===== config.mk =====
export PLATFORM = sky130hd
export DESIGN_NAME = mask_len_acc
export DESIGN_NICKNAME = d
export VERILOG_FILES = /design/src/rtl/mask_len_pkg.sv /design/src/rtl/mask_to_len.sv /design/src/rtl/mask_len_acc.sv
export SDC_FILE = /design/constraint.sdc
export NUM_CORES = 1
export LEC_CHECK = 0
export CORE_UTILIZATION = 43
export DETAILED_ROUTE_END_ITERATION = 7
export PLACE_DENSITY_LB_ADDON = 0.15
export SLEW_MARGIN = 20
export SYNTH_ARGS = -nofsm -noshare
export SYNTH_HDL_FRONTEND = slang
export SYNTH_HIERARCHICAL = 1
export SYNTH_SLANG_ARGS = --single-unit
export TNS_END_PERCENT = 1

===== constraint.sdc =====
create_clock -name clk -period 2.4 [get_ports clk]
set_clock_uncertainty 0.2 [all_clocks]
set_input_delay 0.72 -clock clk [delete_from_list [all_inputs] [get_ports clk]]
set_output_delay 0.72 -clock clk [all_outputs]
set_load 0.005 [all_outputs]

===== src/rtl/mask_len_pkg.sv =====
// Shared types for the mask-to-length accumulator: error flag indices,
// the error flag vector and the descriptor FSM states.
package mask_len_pkg;

  localparam int ERR_MALFORMED = 0;
  localparam int ERR_OVERFLOW  = 1;

  typedef logic [1:0] len_err_t;

  typedef enum logic {
    ACC  = 1'b0,
    HOLD = 1'b1
  } state_t;

endpackage


===== src/rtl/mask_to_len.sv =====
// Decodes one thermometer byte-valid mask into a byte count; illegal masks
// (zero, or holes in the thermometer) decode to length 0.
module mask_to_len #(
  parameter int MASK_W     = 8,
  parameter int BEAT_LEN_W = $clog2(MASK_W) + 1
) (
  input  logic [MASK_W-1:0]     mask_i,
  output logic [BEAT_LEN_W-1:0] len_o,
  output logic                  legal_o
);

  logic [MASK_W:0]       w_plus1;
  logic                  w_pow2;
  logic [BEAT_LEN_W-1:0] w_count;

  // A thermometer mask plus one is a single set bit; all-ones needs the extra bit.
  assign w_plus1 = {1'b0, mask_i} + (MASK_W + 1)'(1);
  assign w_pow2  = ((w_plus1 & (w_plus1 - (MASK_W + 1)'(1))) == '0);
  assign legal_o = (|mask_i) & w_pow2;

  always_comb begin
    w_count = '0;
    for (int i = 0; i < MASK_W; i++) begin
      w_count = w_count + BEAT_LEN_W'(mask_i[i]);
    end
  end

  assign len_o = legal_o ? w_count : '0;

endmodule


===== src/rtl/mask_len_acc.sv =====
// Accumulates decoded beat lengths into a saturating per-packet length and
// presents one length descriptor with sticky error flags per packet.
module mask_len_acc
  import mask_len_pkg::*;
#(
  parameter int MASK_W     = 8,
  parameter int BEAT_LEN_W = $clog2(MASK_W) + 1,
  parameter int PKT_LEN_W  = 16
) (
  input  logic                 clk,
  input  logic                 nreset,
  input  logic                 valid_i,
  input  logic [MASK_W-1:0]    mask_i,
  input  logic                 last_i,
  output logic                 ready_o,
  output logic                 len_valid_o,
  output logic [PKT_LEN_W-1:0] len_o,
  output len_err_t             len_err_o,
  input  logic                 len_ready_i
);

  logic [BEAT_LEN_W-1:0] w_beat_len;
  logic                  w_legal;
  logic                  w_accept;
  logic [PKT_LEN_W:0]    w_sum;
  logic [PKT_LEN_W-1:0]  w_sat;
  len_err_t              w_beat_err;
  state_t                r_state;
  state_t                w_next_state;
  logic [PKT_LEN_W-1:0]  r_acc;
  len_err_t              r_err;
  logic [PKT_LEN_W-1:0]  r_len;
  len_err_t              r_len_err;

  mask_to_len #(
    .MASK_W     (MASK_W),
    .BEAT_LEN_W (BEAT_LEN_W)
  ) u_mask_to_len (
    .mask_i  (mask_i),
    .len_o   (w_beat_len),
    .legal_o (w_legal)
  );

  assign len_valid_o = (r_state == HOLD);
  assign ready_o     = ~len_valid_o | len_ready_i;
  assign w_accept    = valid_i & ready_o;
  assign len_o       = r_len;
  assign len_err_o   = r_len_err;

  // Carry out of the widened sum marks saturation.
  assign w_sum = {1'b0, r_acc} + (PKT_LEN_W + 1)'(w_beat_len);
  assign w_sat = w_sum[PKT_LEN_W] ? '1 : w_sum[PKT_LEN_W-1:0];

  always_comb begin
    w_beat_err                = '0;
    w_beat_err[ERR_MALFORMED] = ~w_legal | (~last_i & ~(&mask_i));
    w_beat_err[ERR_OVERFLOW]  = w_sum[PKT_LEN_W];
  end

  always_ff @(posedge clk or negedge nreset) begin
    if (!nreset) r_state <= ACC;
    else         r_state <= w_next_state;
  end

  always_comb begin
    w_next_state = r_state;
    case (r_state)
      ACC:  if (w_accept && last_i) w_next_state = HOLD;
      HOLD: if (w_accept && last_i) w_next_state = HOLD;
            else if (len_ready_i)   w_next_state = ACC;
      default: w_next_state = ACC;
    endcase
  end

  always_ff @(posedge clk or negedge nreset) begin
    if (!nreset) begin
      r_acc     <= '0;
      r_err     <= '0;
      r_len     <= '0;
      r_len_err <= '0;
    end else if (w_accept) begin
      if (last_i) begin
        r_len     <= w_sat;
        r_len_err <= r_err | w_beat_err;
        r_acc     <= '0;
        r_err     <= '0;
      end else begin
        r_acc <= w_sat;
        r_err <= r_err | w_beat_err;
      end
    end
  end

`ifdef FORMAL
  a_len_max: assert property (@(posedge clk) disable iff (!nreset)
    len_o <= {PKT_LEN_W{1'b1}});
  a_stable: assert property (@(posedge clk) disable iff (!nreset)
    (len_valid_o && !len_ready_i) |=> (len_valid_o && $stable(len_o) && $stable(len_err_o)));
  a_ready: assert property (@(posedge clk) disable iff (!nreset)
    ready_o == (~len_valid_o | len_ready_i));
`endif

endmodule


== Word level (Yosys, flattened, before mapping) ==
Cells that the tools add are included.

* Add/subtract/negate cells: 10
* Muxes and demuxes: 8
* Bitwise logic cells: 11
* Reductions and logical operators: 5

{| class="wikitable"
|+ Operators by type and width
! cell !! number
|-
| 2-to-1 mux 16 bit || 2
|-
| adder 4 x 1 -> 4 bit || 6
|-
| adder 16 x 4 -> 17 bit || 1
|-
| adder 8 x 1 -> 9 bit (second input constant) || 1
|-
| bitwise AND 9 bit || 1
|-
| logical NOT 9 bit || 1
|-
| subtractor 9 x 1 -> 9 bit (second input constant) || 1
|-
| AND reduction 8 bit || 1
|-
| OR reduction 8 bit || 1
|-
| 2-to-1 mux 4 bit || 1
|-
| inverter 1 bit || 4
|-
| bitwise AND 1 bit || 3
|-
| 2-to-1 mux 1 bit || 3
|-
| adder 1 x 1 -> 2 bit || 1
|-
| 2-to-1 mux 2 bit || 1
|-
| bitwise OR 1 bit || 2
|-
| bitwise OR 2 bit || 1
|-
| case mux 1 bit (2 select lines) || 1
|-
| AND reduction 2 bit || 1
|-
| logical AND 1 bit || 1
|}

* Register bits: 37
* Input bits: 13
* Output and inout bits: 20
* Word-level logic and storage cells: 39

== Depth between registers and ports, before layout ==
* Word-level depth: 11
* Depth in mapped cells: 18
* Gate-level depth less buffers: 17

== By module ==
The synthesis kept the hierarchy.

{| class="wikitable"
|+ By module, submodules not included
! module !! instances !! cells each !! area each (um^2) !! seq. area each (um^2)
|-
| mask_len_acc || 1 || 213 || 2,045.7 || 925.9
|-
| mask_to_len || 1 || 80 || 618.1 || 0.0
|}

== Least setup slack after synthesis ==
OpenSTA, ideal clock, no wires.

* Path type: in2reg
* Start point: input mask_i[0]
* End point: register r_len[15] (netlist: len_o[15])
* Library setup time: 0.096 ns
* Arrival time: 4.515 ns
* Data required time: 2.104 ns
* Slack: -2.411 ns
* Cell stages on the path: 15
* Buffers on the path: 0
* Cells stage by stage: fa_1 inv_1 fa_1 fa_1 inv_1 ha_1 inv_1 fa_1 nor3b_2 ha_1 a211o_1 a21oi_1 nor2_2 and4_4 o31ai_1

* Word-level cells in the longest chain between the ends: 10
* Elaborated cells on any way between the ends: 16
* Classes of those cells: add/sub: 10; mux: 2; bitwise: 2; reduce/logical: 2

{| class="wikitable"
|+ Ends and longest elaborated chain
! what !! line !! source
|-
| from (decl) || mask_len_acc.sv:13 || <nowiki>input logic [MASK_W-1:0] mask_i,</nowiki>
|-
| adder 1 x 1 -> 2 bit || mask_to_len.sv:24 || <nowiki>w_count = w_count + BEAT_LEN_W'(mask_i[i]);</nowiki>
|-
| adder 4 x 1 -> 4 bit (6 in a row) || mask_to_len.sv:24 ||
|-
| 2-to-1 mux 4 bit * || mask_to_len.sv:28 || <nowiki>assign len_o = legal_o ? w_count : '0;</nowiki>
|-
| net w_beat_len[1] || mask_len_acc.sv:22 || <nowiki>logic [BEAT_LEN_W-1:0] w_beat_len;</nowiki>
|-
| adder 16 x 4 -> 17 bit * || mask_len_acc.sv:51 || <nowiki>assign w_sum = {1'b0, r_acc} + (PKT_LEN_W + 1)'(w_beat_len);</nowiki>
|-
| 2-to-1 mux 16 bit * || mask_len_acc.sv:52 || <nowiki>assign w_sat = w_sum[PKT_LEN_W] ? '1 : w_sum[PKT_LEN_W-1:0];</nowiki>
|-
| to (signal assigned) || mask_len_acc.sv:83 || <nowiki>r_len <= w_sat;</nowiki>
|-
| to (decl) || mask_len_acc.sv:32 || <nowiki>logic [PKT_LEN_W-1:0] r_len;</nowiki>
|}

Mark *: on every way through the listed nets, which the timed path passes. The rest lies on a longest branch.
A chain may end at the register's enable or synchronous reset.

== Final worst setup path ==
* Start point: input mask_i[0]
* End point: register r_acc[15]

* Word-level cells in the longest chain between the ends: 11
* Elaborated cells on any way between the ends: 17
* Classes of those cells: add/sub: 10; mux: 3; bitwise: 2; reduce/logical: 2

{| class="wikitable"
|+ Ends and longest elaborated chain
! what !! line !! source
|-
| adder 1 x 1 -> 2 bit || mask_to_len.sv:24 ||
|-
| adder 4 x 1 -> 4 bit (6 in a row) || mask_to_len.sv:24 ||
|-
| 2-to-1 mux 4 bit * || mask_to_len.sv:28 ||
|-
| net w_beat_len[1] || mask_len_acc.sv:22 ||
|-
| adder 16 x 4 -> 17 bit * || mask_len_acc.sv:51 ||
|-
| 2-to-1 mux 16 bit * || mask_len_acc.sv:52 ||
|-
| 2-to-1 mux 16 bit * || mask_len_acc.sv:82 || <nowiki>if (last_i) begin</nowiki>
|-
| to (signal assigned) || mask_len_acc.sv:88 || <nowiki>r_acc <= w_sat;</nowiki>
|-
| to (decl) || mask_len_acc.sv:30 || <nowiki>logic [PKT_LEN_W-1:0] r_acc;</nowiki>
|}

Marks and branches as above.

==> results.md <==
* Syn_area_per_cell at slightly above 9 µm²
* Worst setup SP type: input pin
* Final min period at roughly 4.7 ns
* Top FF cell, synth: dfrtp_1
* Synthesized flop and latch total at 37
* CP arrival at between 4 and 5 ns
* # fillers at between 500 and 600
* Synth warn at 6
* Worst Slack Setup Final at -2.325 ns
* Largest area contributor in the netlist: dfrtp_1
* Combinational share of power at around 25%
* Yosys cell types at 68
* Post-DR wirelength/cell at roughly 16 µm
* Initial Util at 44.73%
* Fmax at 211.7 MHz
* Worst hold path type: in2async
* Leakage power at 1.585 nW
* Relative max-transition margin at approximately two thirds
* Synth-to-Final Area Change at 35.70%
* Largest net degree at the start of global routing at 24
* Net switching power at 470.7 µW
* CP Class: in2reg
* Internal power at between 1 and 1.5 mW
* CTS tree: built
* Number of global-route vias before repair at about 2300
* Die ar. at around 6500 µm²
* Sequential share of the synthesized area at around a third
* Antenna-violating nets left at 0
* Total power at 1.653 mW
* Total Routing Usage GR at a little under a quarter
* Layout Cells excl Fill at around 440
* Critical-path maximum fanout at 4
* Max_cap viols at 0
* Clock H-tree levels at 2
* Top post-synthesis cells by area: dfrtp_1 (35%), a21oi_1 (5.3%), ha_1 (5.2%)
* Multi-input logic area at ~1800 µm²
* Cts hold-fix bufs at 0
* Clk Latency, worst-skew pair at approximately 0.30 ns
* Synth top area share at between 30% and 40%
* Final hold violations at 0
* Post-Syn Area at 2664 µm²
* Crit. End Element: flop
* Initial antenna violation count at 0
* Place WS at -3.000 ns
* Layout cells sized above 1 at 32.04%
* Sw Ratio at about 28%
* GRT overflow at 0
* Die Wd at 80.71 µm
* Drt pass-1 iters at 5
* Worst endpoint required time at roughly 2.4 ns
* DR vias at roughly 2500
* Ys async rst share at 100.0%
* Vias per inst at ~5.7
* Failing checks: setup timing
* Worst slew pin tran at between 0.5 and 0.6 ns
* Clock Power Share at between 30% and 40%
* Port Buffer Count at 32
* Synth cell count leaders: dfrtp_1 (37), nand2_1 (29), a21oi_1 (28)
* Setup TNS at -75.61 ns
* Seq. cell area at between 900 and 1000 µm²
* Fin Hold WS at 0.1519 ns
* Max Slew Vio Count at 0
* Number of cells after detailed placement at 423
* RSZ-0062 raised after global routing: true
* Ant diodes at 0
* Clock root cell: clkbuf_8
* Maximum VDD drop at between 0.3 and 0.4 mV
* Clock Tree Buf Depth at 2
* Hpwl dp at about 4800 µm
* # nets final at ~400
* GP Congestion at 0.8470
* Final period utilization at 196.9%
* Seq pwr share at about two fifths
* CTS buffer count at 5
* Row cnt at 28
* P per Cell Area at ~460 nW/µm²
* Clock sinks at 37
* Number of setup violations in the final report at 36
* Core Area at between 5000 and 6000 µm²
* Status: finished with violations
* Drt total wl at approximately 7000 µm
* Syn Nets at between 300 and 400
* Clock Pin Slew Worst Setup and Hold Paths at 0.07 ns
* Post-synth EDFFs at 0
* IO Count at 33
* Most common cell in the netlist: dfrtp_1
* DRC Markers at 0
* Gate Count Post-Synth at between 200 and 300
* First-pass GRT wire length at 11410 µm
* Detailed Route Iter0 Violations at 117
* Die span in y at slightly above 80 µm
==> through the flow <==
stage,area [µm²],util (%)
2_1_floorplan,2685,-
3_3_place_gp,3293,55.29
3_5_place_dp,3293,55.29
4_1_cts,3491,58.61
5_1_grt,3615,60.69
6_report,3615,60.69
==> cells by family after synthesis <==
logic type	count (synthesis)	share of synthesized area [%]
and+or+nand+nor	110	24.05
AOI/OAI and AO/OA	85	22.03
DFF	37	34.76
buffers and inverters	33	6.153
adders and majority gates	16	8.924
xor gates and xnor gates	10	3.288
muxes	2	0.7985
==> what timing repair did <==
action,in CTS,in global routing
buffers inserted,3,3
endpoints found under the hold margin,0,0
pin swaps,21,18
gates resized for setup,34,24
endpoints found under the setup margin,37,37
==> sequential cells by signal, summed over array words and instances, names as in the netlist <==
signal and flops:
len_o 16, r_acc 16, len_err_o 2, r_err 2, len_valid_o 1
==> final cells by class <==
class,instances,area share [%]
Tap cell,75,2.596
Sequential cell,37,25.61
Multi-Input combinational cell,223,48.98
Inverter,16,1.731
Timing Repair Buffer,78,18.00
Clock inverter,2,1.073
Clock buffer,6,2.008
==> metal layers <==
layer | up-vias | track usage (%) | part of all wire, %
li1 | 1207 | - | -
met1 | 1181 | 32.74 | 47
met2 | 96 | 35.68 | 45
met3 | 18 | 3.523 | 6.0
met4 | 0 | 7.679 | 2.0
met5 | - | 0 | 0
==> final timing paths <==
kind | startpoint | end | slack [ns] | cells after the start
worst min-delay path | nreset | len_o[10]$_DFFE_PN0P_ | 0.15 | 1
max in group asynchronous | nreset | r_acc[5]$_DFFE_PN0P_ | 1.34 | 2
min in group clk | len_err_o[1]$_DFFE_PN0P_ | len_err_o[1]$_DFFE_PN0P_ | 0.28 | 2
worst max-delay path | mask_i[0] | r_acc[15]$_DFFE_PN0P_ | -2.32 | 16
worst min register to register | len_err_o[1]$_DFFE_PN0P_ | len_err_o[1]$_DFFE_PN0P_ | 0.28 | 2
worst max register to register | r_acc[3]$_DFFE_PN0P_ | r_acc[15]$_DFFE_PN0P_ | 0.20 | 6
==> layout by cell type, fill, tap and decap left out, drive strengths merged, types with 5 or more instances in the layout <==
master	netlist	final
buf	9	51
dfrtp	37	37
nand2	30	30
a21oi	29	29
clkdlybuf4s50	0	27
nor2	24	24
inv	16	16
o21ai	14	14
nand3	11	11
ha	11	11
a31oi	9	9
xnor2	7	7
nand4	7	7
and3	7	7
nor3	7	7
clkbuf	8	6
fa	5	5
==> power groups by stage <==
stage	logic (mW)	registers (mW)	clock network [mW]
6_report	0.409	0.694	0.550
5_1_grt	0.454	0.700	0.585
4_1_cts	0.397	0.693	0.563
3_5_place_dp	0.383	0.706	0
3_3_place_gp	0.380	0.704	0
2_1_floorplan	0.202	0.704	0
==> critical path, cell delays in order <==
cell and delay, ns:
buf_2 0.12, fa_1 0.54, inv_1 0.05, fa_1 0.49, fa_1 0.41, inv_1 0.07, ha_2 0.18, inv_2 0.04
fa_2 0.48, nor3b_4 0.30, ha_4 0.26, a211o_4 0.36, a21oi_4 0.23, or4_4 0.17, nor2_2 0.03, a311oi_2 0.27
No activity file was read; power rests on OpenSTA's default activity.
